**src/rtl/user_mem_io_pkg.sv**
```systemverilog
// Shared offsets, control-bit indices and timer state type
// for the user-memory responder.
package user_mem_io_pkg;

  localparam logic [7:0] OFF_GPIO_OUT   = 8'd0;
  localparam logic [7:0] OFF_GPIO_IN    = 8'd1;
  localparam logic [7:0] OFF_TMR_RELOAD = 8'd2;
  localparam logic [7:0] OFF_TMR_CTRL   = 8'd3;
  localparam logic [7:0] OFF_TMR_COUNT  = 8'd4;

  localparam int CTRL_EN   = 0;
  localparam int CTRL_IE   = 1;
  localparam int CTRL_PEND = 7;

  typedef enum logic {
    T_IDLE = 1'b0,
    T_RUN  = 1'b1
  } tmr_state_e;

endpackage

```
**src/rtl/user_mem_timer.sv**
```systemverilog
// Down-counting reload timer with prescaler, W1C pending flag
// and registered level interrupt.
import user_mem_io_pkg::*;

module user_mem_timer #(
  parameter int PRESCALE = 1
) (
  input  logic       clk,
  input  logic       reset,
  input  logic       wr_reload,
  input  logic       wr_ctrl,
  input  logic [7:0] wdata,
  output logic [7:0] reload,
  output logic [7:0] ctrl,
  output logic [7:0] count,
  output logic       interrupt
);

  localparam logic [15:0] PS_LAST = 16'(PRESCALE - 1);

  tmr_state_e  state, state_n;
  logic [15:0] presc, presc_n;
  logic [7:0]  count_n, reload_n;
  logic        ie, ie_n, pend, pend_n;
  logic        start, stop, tick;

  always_comb begin
    state_n  = state;
    presc_n  = presc;
    count_n  = count;
    reload_n = reload;
    ie_n     = ie;
    pend_n   = pend;
    start    = wr_ctrl && wdata[CTRL_EN] && (state == T_IDLE);
    stop     = wr_ctrl && !wdata[CTRL_EN];
    tick     = (state == T_RUN) && !stop && (presc == PS_LAST);
    if (wr_reload) reload_n = wdata;
    if (wr_ctrl) begin
      ie_n    = wdata[CTRL_IE];
      state_n = wdata[CTRL_EN] ? T_RUN : T_IDLE;
      if (wdata[CTRL_PEND]) pend_n = 1'b0;
    end
    if (start) begin
      count_n = reload;
      presc_n = '0;
    end else if (state == T_RUN && !stop) begin
      presc_n = (presc == PS_LAST) ? '0 : presc + 16'd1;
    end
    // a reload tick overrides a same-edge W1C clear
    if (tick) begin
      if (count == 8'd0) begin
        count_n = reload;
        pend_n  = 1'b1;
      end else begin
        count_n = count - 8'd1;
      end
    end
  end

  always_ff @(posedge clk or posedge reset) begin
    if (reset) begin
      state     <= T_IDLE;
      presc     <= '0;
      count     <= '0;
      reload    <= '0;
      ie        <= 1'b0;
      pend      <= 1'b0;
      interrupt <= 1'b0;
    end else begin
      state     <= state_n;
      presc     <= presc_n;
      count     <= count_n;
      reload    <= reload_n;
      ie        <= ie_n;
      pend      <= pend_n;
      interrupt <= pend & ie;
    end
  end

  assign ctrl = {pend, 5'b0, ie, state == T_RUN};

endmodule

```
**src/rtl/user_mem_io.sv**
```systemverilog
// Data-side byte RAM plus GPIO/timer I/O window for the 8-bit core.
// Timer is built only when USER_MEM_IO_TIMER_EN is defined.
import user_mem_io_pkg::*;

module user_mem_io #(
  parameter int         RAM_DEPTH = 240,
  parameter logic [7:0] IO_BASE   = 8'hF0,
  parameter int         PRESCALE  = 1
) (
  input  logic       clk,
  input  logic       reset,
  input  logic       rw,
  input  logic [7:0] usermem_address,
  input  logic [7:0] usermem_data,
  output logic [7:0] usermem_rdata,
  input  logic [7:0] gpio_in,
  output logic [7:0] gpio_out,
  output logic       interrupt
);

  localparam logic [8:0] RAM_END = 9'(RAM_DEPTH);

  if (PRESCALE < 1 || RAM_DEPTH > int'(IO_BASE)) begin : g_bad_cfg
    $error("user_mem_io: bad PRESCALE or RAM_DEPTH");
  end

  logic [7:0] mem [RAM_DEPTH];
  logic [7:0] io_rel, rdata_n;
  logic [7:0] gpio_s1, gpio_s2;
  logic       is_ram, is_io;

  assign io_rel = usermem_address - IO_BASE;
  assign is_ram = {1'b0, usermem_address} < RAM_END;
  assign is_io  = (usermem_address >= IO_BASE) && (io_rel < 8'd16);

  always_ff @(posedge clk) begin
    if (rw && is_ram && !reset) mem[usermem_address] <= usermem_data;
  end

`ifdef USER_MEM_IO_TIMER_EN
  logic [7:0] tmr_reload, tmr_ctrl, tmr_count;

  user_mem_timer #(.PRESCALE(PRESCALE)) u_timer (
    .clk       (clk),
    .reset     (reset),
    .wr_reload (rw && is_io && io_rel == OFF_TMR_RELOAD),
    .wr_ctrl   (rw && is_io && io_rel == OFF_TMR_CTRL),
    .wdata     (usermem_data),
    .reload    (tmr_reload),
    .ctrl      (tmr_ctrl),
    .count     (tmr_count),
    .interrupt (interrupt)
  );
`else
  assign interrupt = 1'b0;
`endif

  always_comb begin
    rdata_n = '0;
    if (is_ram) begin
      rdata_n = mem[usermem_address];
    end else if (is_io) begin
      case (io_rel)
        OFF_GPIO_OUT:   rdata_n = gpio_out;
        OFF_GPIO_IN:    rdata_n = gpio_s2;
`ifdef USER_MEM_IO_TIMER_EN
        OFF_TMR_RELOAD: rdata_n = tmr_reload;
        OFF_TMR_CTRL:   rdata_n = tmr_ctrl;
        OFF_TMR_COUNT:  rdata_n = tmr_count;
`endif
        default:        rdata_n = '0;
      endcase
    end
  end

  always_ff @(posedge clk or posedge reset) begin
    if (reset) begin
      usermem_rdata <= '0;
      gpio_out      <= '0;
      gpio_s1       <= '0;
      gpio_s2       <= '0;
    end else begin
      usermem_rdata <= rdata_n;
      gpio_s1       <= gpio_in;
      gpio_s2       <= gpio_s1;
      if (rw && is_io && io_rel == OFF_GPIO_OUT) gpio_out <= usermem_data;
    end
  end

endmodule

```
**config.mk**
```make
export PLATFORM = sky130hd
export DESIGN_NAME = user_mem_io
export DESIGN_NICKNAME = d
export VERILOG_FILES = /design/src/rtl/user_mem_io_pkg.sv /design/src/rtl/user_mem_timer.sv /design/src/rtl/user_mem_io.sv
export SDC_FILE = /design/constraint.sdc
export NUM_CORES = 2
export LEC_CHECK = 0
export CORE_ASPECT_RATIO = 1.2
export CORE_UTILIZATION = 56
export CTS_CLUSTER_SIZE = 40
export DETAILED_ROUTE_END_ITERATION = 12
export PLACE_DENSITY = 0.77
export SKIP_CTS_REPAIR_TIMING = 1
export SYNTH_ARGS = -nofsm -noshare
export SYNTH_HDL_FRONTEND = slang
export SYNTH_SLANG_ARGS = --single-unit
export TNS_END_PERCENT = 10
```
**constraint.sdc**
```tcl
create_clock -name clk -period 4.76 [get_ports clk]
set_input_delay 1.428 -clock clk [delete_from_list [all_inputs] [get_ports clk]]
set_output_delay 1.428 -clock clk [all_outputs]
set_load 0.03 [all_outputs]
```
# == Word level (Yosys, flattened, before mapping) ==
# Memories as Yosys holds them, arrays and structs flattened.
# Index checks and enable logic that the tools add are counted.
# classes
add_sub_neg,1
order_cmp,3
n_eq_ne,1
n_mux,5
n_reduce_logical,7
# op_table
cell,count
$mux W8,2
$pmux W8 S2,1
$eq A8 B1 Y1 const B,1
$ge A8 B8 Y1 const B,1
$logic_not A8 Y1,1
$lt A8 B5 Y1 const B,1
$lt A8 B8 Y1 const B,1
$sub A8 B8 Y8 const B,1
$logic_and A1 B1 Y1,5
$mux W1,2
$logic_not A1 Y1,1
# totals
register_bits,32
ram_bits,1920
output_inout_bits,17
elab_cells,22
n_memories,1
# memory_table
memory,words,width,rd,rd_ports_with_merged_regs,wr,line,rtl
mem,240,8,1,0,1,user_mem_io.sv:27,logic [7:0] mem [RAM_DEPTH];

# == Depth between registers and ports, before layout ==
# logic_depth
word_depth,5
mapped_depth,13

# == Worst setup path after synthesis ==
# OpenSTA, ideal clock, no wires.
# synth_path
path_kind,input-to-reg
start,input port usermem_address[0]
end,"memory mem[119][0], enable pin"
setup_time_ns,0.370
arrival_time_ns,3.579
required_time_ns,4.390
slack_ns,0.810
path_stages,10
path_cell_list,buf_4 > buf_6 > buf_4 > buf_6 > buf_4 > buf_2 > buf_2 > nand3_1 > clkbuf_1 > nor2_1
# synth_via
elab_chain_len,5
# synth_rtl
element,line,rtl
start: declaration,user_mem_io.sv:13,"input logic [7:0] usermem_address,"
$lt A8 B8 Y1,user_mem_io.sv:33,"assign is_ram = {1'b0, usermem_address} < RAM_END;"
$logic_and A1 B1 Y1 (2 in a row),user_mem_io.sv:37,if (rw && is_ram && !reset) mem[usermem_address] <= usermem_data;
$mux W1,user_mem_io.sv:37,
$mux W1 (implied by the code),user_mem_io.sv:37,
end: declaration,user_mem_io.sv:27,
# Parallel ways exist; a longest one is shown, timed or not.

# == Worst setup path after layout ==
# layout_path
start,input port usermem_address[2]
end,"memory mem[45][7], enable pin"
# Same word-level chain as after synthesis.

==> key figures <==
Critical path
  • Critical Path AT: 4450 ps
  • Slowest cell on crit path: and2_1
  • Worst path bufs/invs: 1
  • Slowest stage delay, CP: 790 ps
  • Startpoint Class: input port
  • Worst Path Required: 5210 ps
  • Worst Path Max Fanout: 23
  • Critical-path cell list: buf_4 > and2_1 > nand2_1 > nor2_1 > nand2_1 > nor2_1
  • CP Capture Type: flip-flop
  • Critical path class: in2reg
  • CP delay by family, top: simple AND/OR/NAND/NOR gates

Finish
  • Fin nets: 4136
  • Layout cells sized above 1: 0.287
  • Area Growth Syn to Fin: 14.6%
  • Fin area: 86900 um2
  • Post-Layout Cell Count: 6048

Synthesis
  • Number of synthesized register bits: 1952
  • Main combinational cell family by area after synthesis: multiplexers
  • Area share of the largest cell type after synthesis: 0.760
  • Gate Count Post-Synth: 3645
  • Post-synth top area cell: edfxtp_1
  • Async SR Flop Fraction: 0.0164
  • Mapped Nets: 3672
  • Post-Syn Area: 75800 um2
  • Synth cell types: 60
  • Post-synthesis adder-cell area fraction: 0
  • Most frequent cell after synthesis: edfxtp_1
  • Post-Synth XOR/XNOR Area: 0
  • Area share of and/or/nand/nor cells after synthesis: 0.0325
  • EDFF count, synth: 1920
  • Post-synthesis mux area share: 0.156
  • Seq/Total Area, Yosys: 0.771
  • Ys flop type: edfxtp_1
  • Syn avg cell area: 20.8 um2
  • Yosys warnings: 0
  • List of most frequent post-synthesis cells: edfxtp_1 (1920), mux4_2 (441), nor2_1 (282)
  • Dominant cells by area after synthesis: edfxtp_1 (76%), mux4_2 (13%), mux2i_1 (1.9%), nor2_1 (1.4%), dfrtp_1 (1.1%)
  • Fraction of the mapped netlist area in compound gates: 0.0262

Place
  • Pre-CTS setup slack: 60.7 ps
  • GPL Wtd Cong: 0.980
  • Hpwl dp: 130 mm
  • Post-place instance area: 81400 um2
  • IO buf count: 42
  • Placed Cells: 5721

STA
  • Fin Setup TNS: 0 ps
  • Max-slew headroom: 0.232
  • Endpoints failing setup: 0
  • Worst slew pin tran: 1150 ps
  • Clock skew: 24.2 ps
  • Crit path time final: 4000 ps
  • Fmax: 250 MHz
  • Crit share post-route: 0.841
  • RSZ-0062 raised after global routing: false
  • Worst Setup Slack, final: 758 ps
  • Hold Violations, Final: 0
  • Slew Viols, Final: 0

Floorplan
  • Initial core utilization: 0.566
  • Die Y: 405 um
  • Die width: 338 um
  • Core area: 134000 um2
  • Top-level I/O count: 44
  • Rows: 147
  • Die Area: 137000 um2

Drt
  • DRT Pass-1 Iters: 5
  • Drt wl/cell: 34.5 um
  • Detailed Route Iter0 Violations: 6719
  • Detail Route Antenna Nets: 0
  • Vias: 40900
  • Via/cell ratio: 6.76
  • Final WL: 209 mm
  • Post-route DRC: 0

Global routing
  • First-pass GRT wire length: 295 mm
  • GRT Residual Overflow: 0
  • GRT Resource Usage Total: 0.311
  • Largest net degree at the start of global routing: 145
  • Vias in the first global route: 40800
  • Initial antenna violation count: 9

Pwr
  • Leakage: 28.0 nW
  • Power Dens Cells: 400 nW/um2
  • VDD IR max: 0.451 mV
  • Final Total Pwr: 34.7 mW

Clocking
  • H-tree levels: 4
  • CTS buffer count: 174
  • Worst-path clk slew: 60 ps
  • Clk sinks: 1952
  • Clk buf depth: 3
  • Root buffer cell: clkbuf_16
  • TritonCTS clock tree: done
  • Worst-skew pair later-pin latency: 840 ps

Hold path
  • Worst min-delay path class: reg2reg

Status
  • Status: complete, no violations

Job
  • Max-cap violations: 0
==> power breakdown <==
part,total (mW),internal [mW],switching [mW],leakage (nW)
clock network,13.8,7.57,6.27,2.68
registers,18.9,18.9,0.0475,17.6
logic,1.96,0.694,1.26,7.70
total,34.7,27.2,7.58,28.0
==> worst paths after layout <==
check,slack [ps],start,end,cells past startpoint
worst max-delay path,760,usermem_address[2],mem[45][7],6
worst min-delay path,350,gpio_s1[0],gpio_s2[0],0
worst max register to register,1880,mem[194][0],usermem_rdata[0],6
worst min register to register,350,gpio_s1[0],gpio_s2[0],0
max in group asynchronous,2760,reset,usermem_rdata[6],3
min in group asynchronous,1290,reset,gpio_s2[0],2
==> kinds of logic after synthesis <==
kind of cell	after synthesis
simple gates	563
compound gates	282
other cells	1
buf+inv	223
flops	1952
mux	624
==> metal layers <==
| metal | GRT usage | vias to the layer above | wire, um |
|---|---|---|---|
| met2 | 0.491 | 3143 | 100000 |
| li1 | - | 16000 | - |
| met4 | 0.175 | 10 | 13700 |
| met3 | 0.0691 | 681 | 24500 |
| met5 | 0 | - | 64 |
| met1 | 0.405 | 21000 | 70300 |
==> through the flow <==
stage	utilization	hold WS (ps)
5_1_grt	0.648	357
3_3_place_gp	0.607	335
4_1_cts	0.648	341
3_5_place_dp	0.607	338
2_1_floorplan	-	331
6_report	0.648	346
==> placed cells by master, fill, tap and decap left out, types with 30 or more instances in the layout <==
master,instances
buf_4,431
clkbuf_1,33
nor2_1,280
mux2i_1,142
clkinv_2,30
clkinv_1,39
buf_12,35
mux2_2,40
clkbuf_16,176
nand3_1,47
o21ai_0,35
nand2_1,132
edfxtp_1,1920
a21oi_1,37
mux4_2,441
dfrtp_1,32
a22oi_1,42
==> area by class of cell <==
class / instances / area (um2)
flip-flops and latches: 1952 / 58500
fillers: 8378 / 47200
multi-input cells: 1470 / 16300
clock buffers: 211 / 4560
repair buffers: 507 / 4360
well taps: 1788 / 2240
clock inverters: 110 / 987
inverters: 4 / 20.0
diodes: 6 / 15.0
==> registers in the layout, summed over array words and instances, names as in the netlist <==
name	count
gpio_s2	8
gpio_s1	8
mem	1920
gpio_out	8
usermem_rdata	8
==> worst register-to-register path, cell delays in order (launching register included) <==
cell and delay [ps]:
edfxtp_1 380, mux4_2 530, o221ai_1 480, o211ai_1 220, a311o_1 330, nor4_1 620
a31oi_1 160
Note: power is estimated with default switching activity, not from simulation.
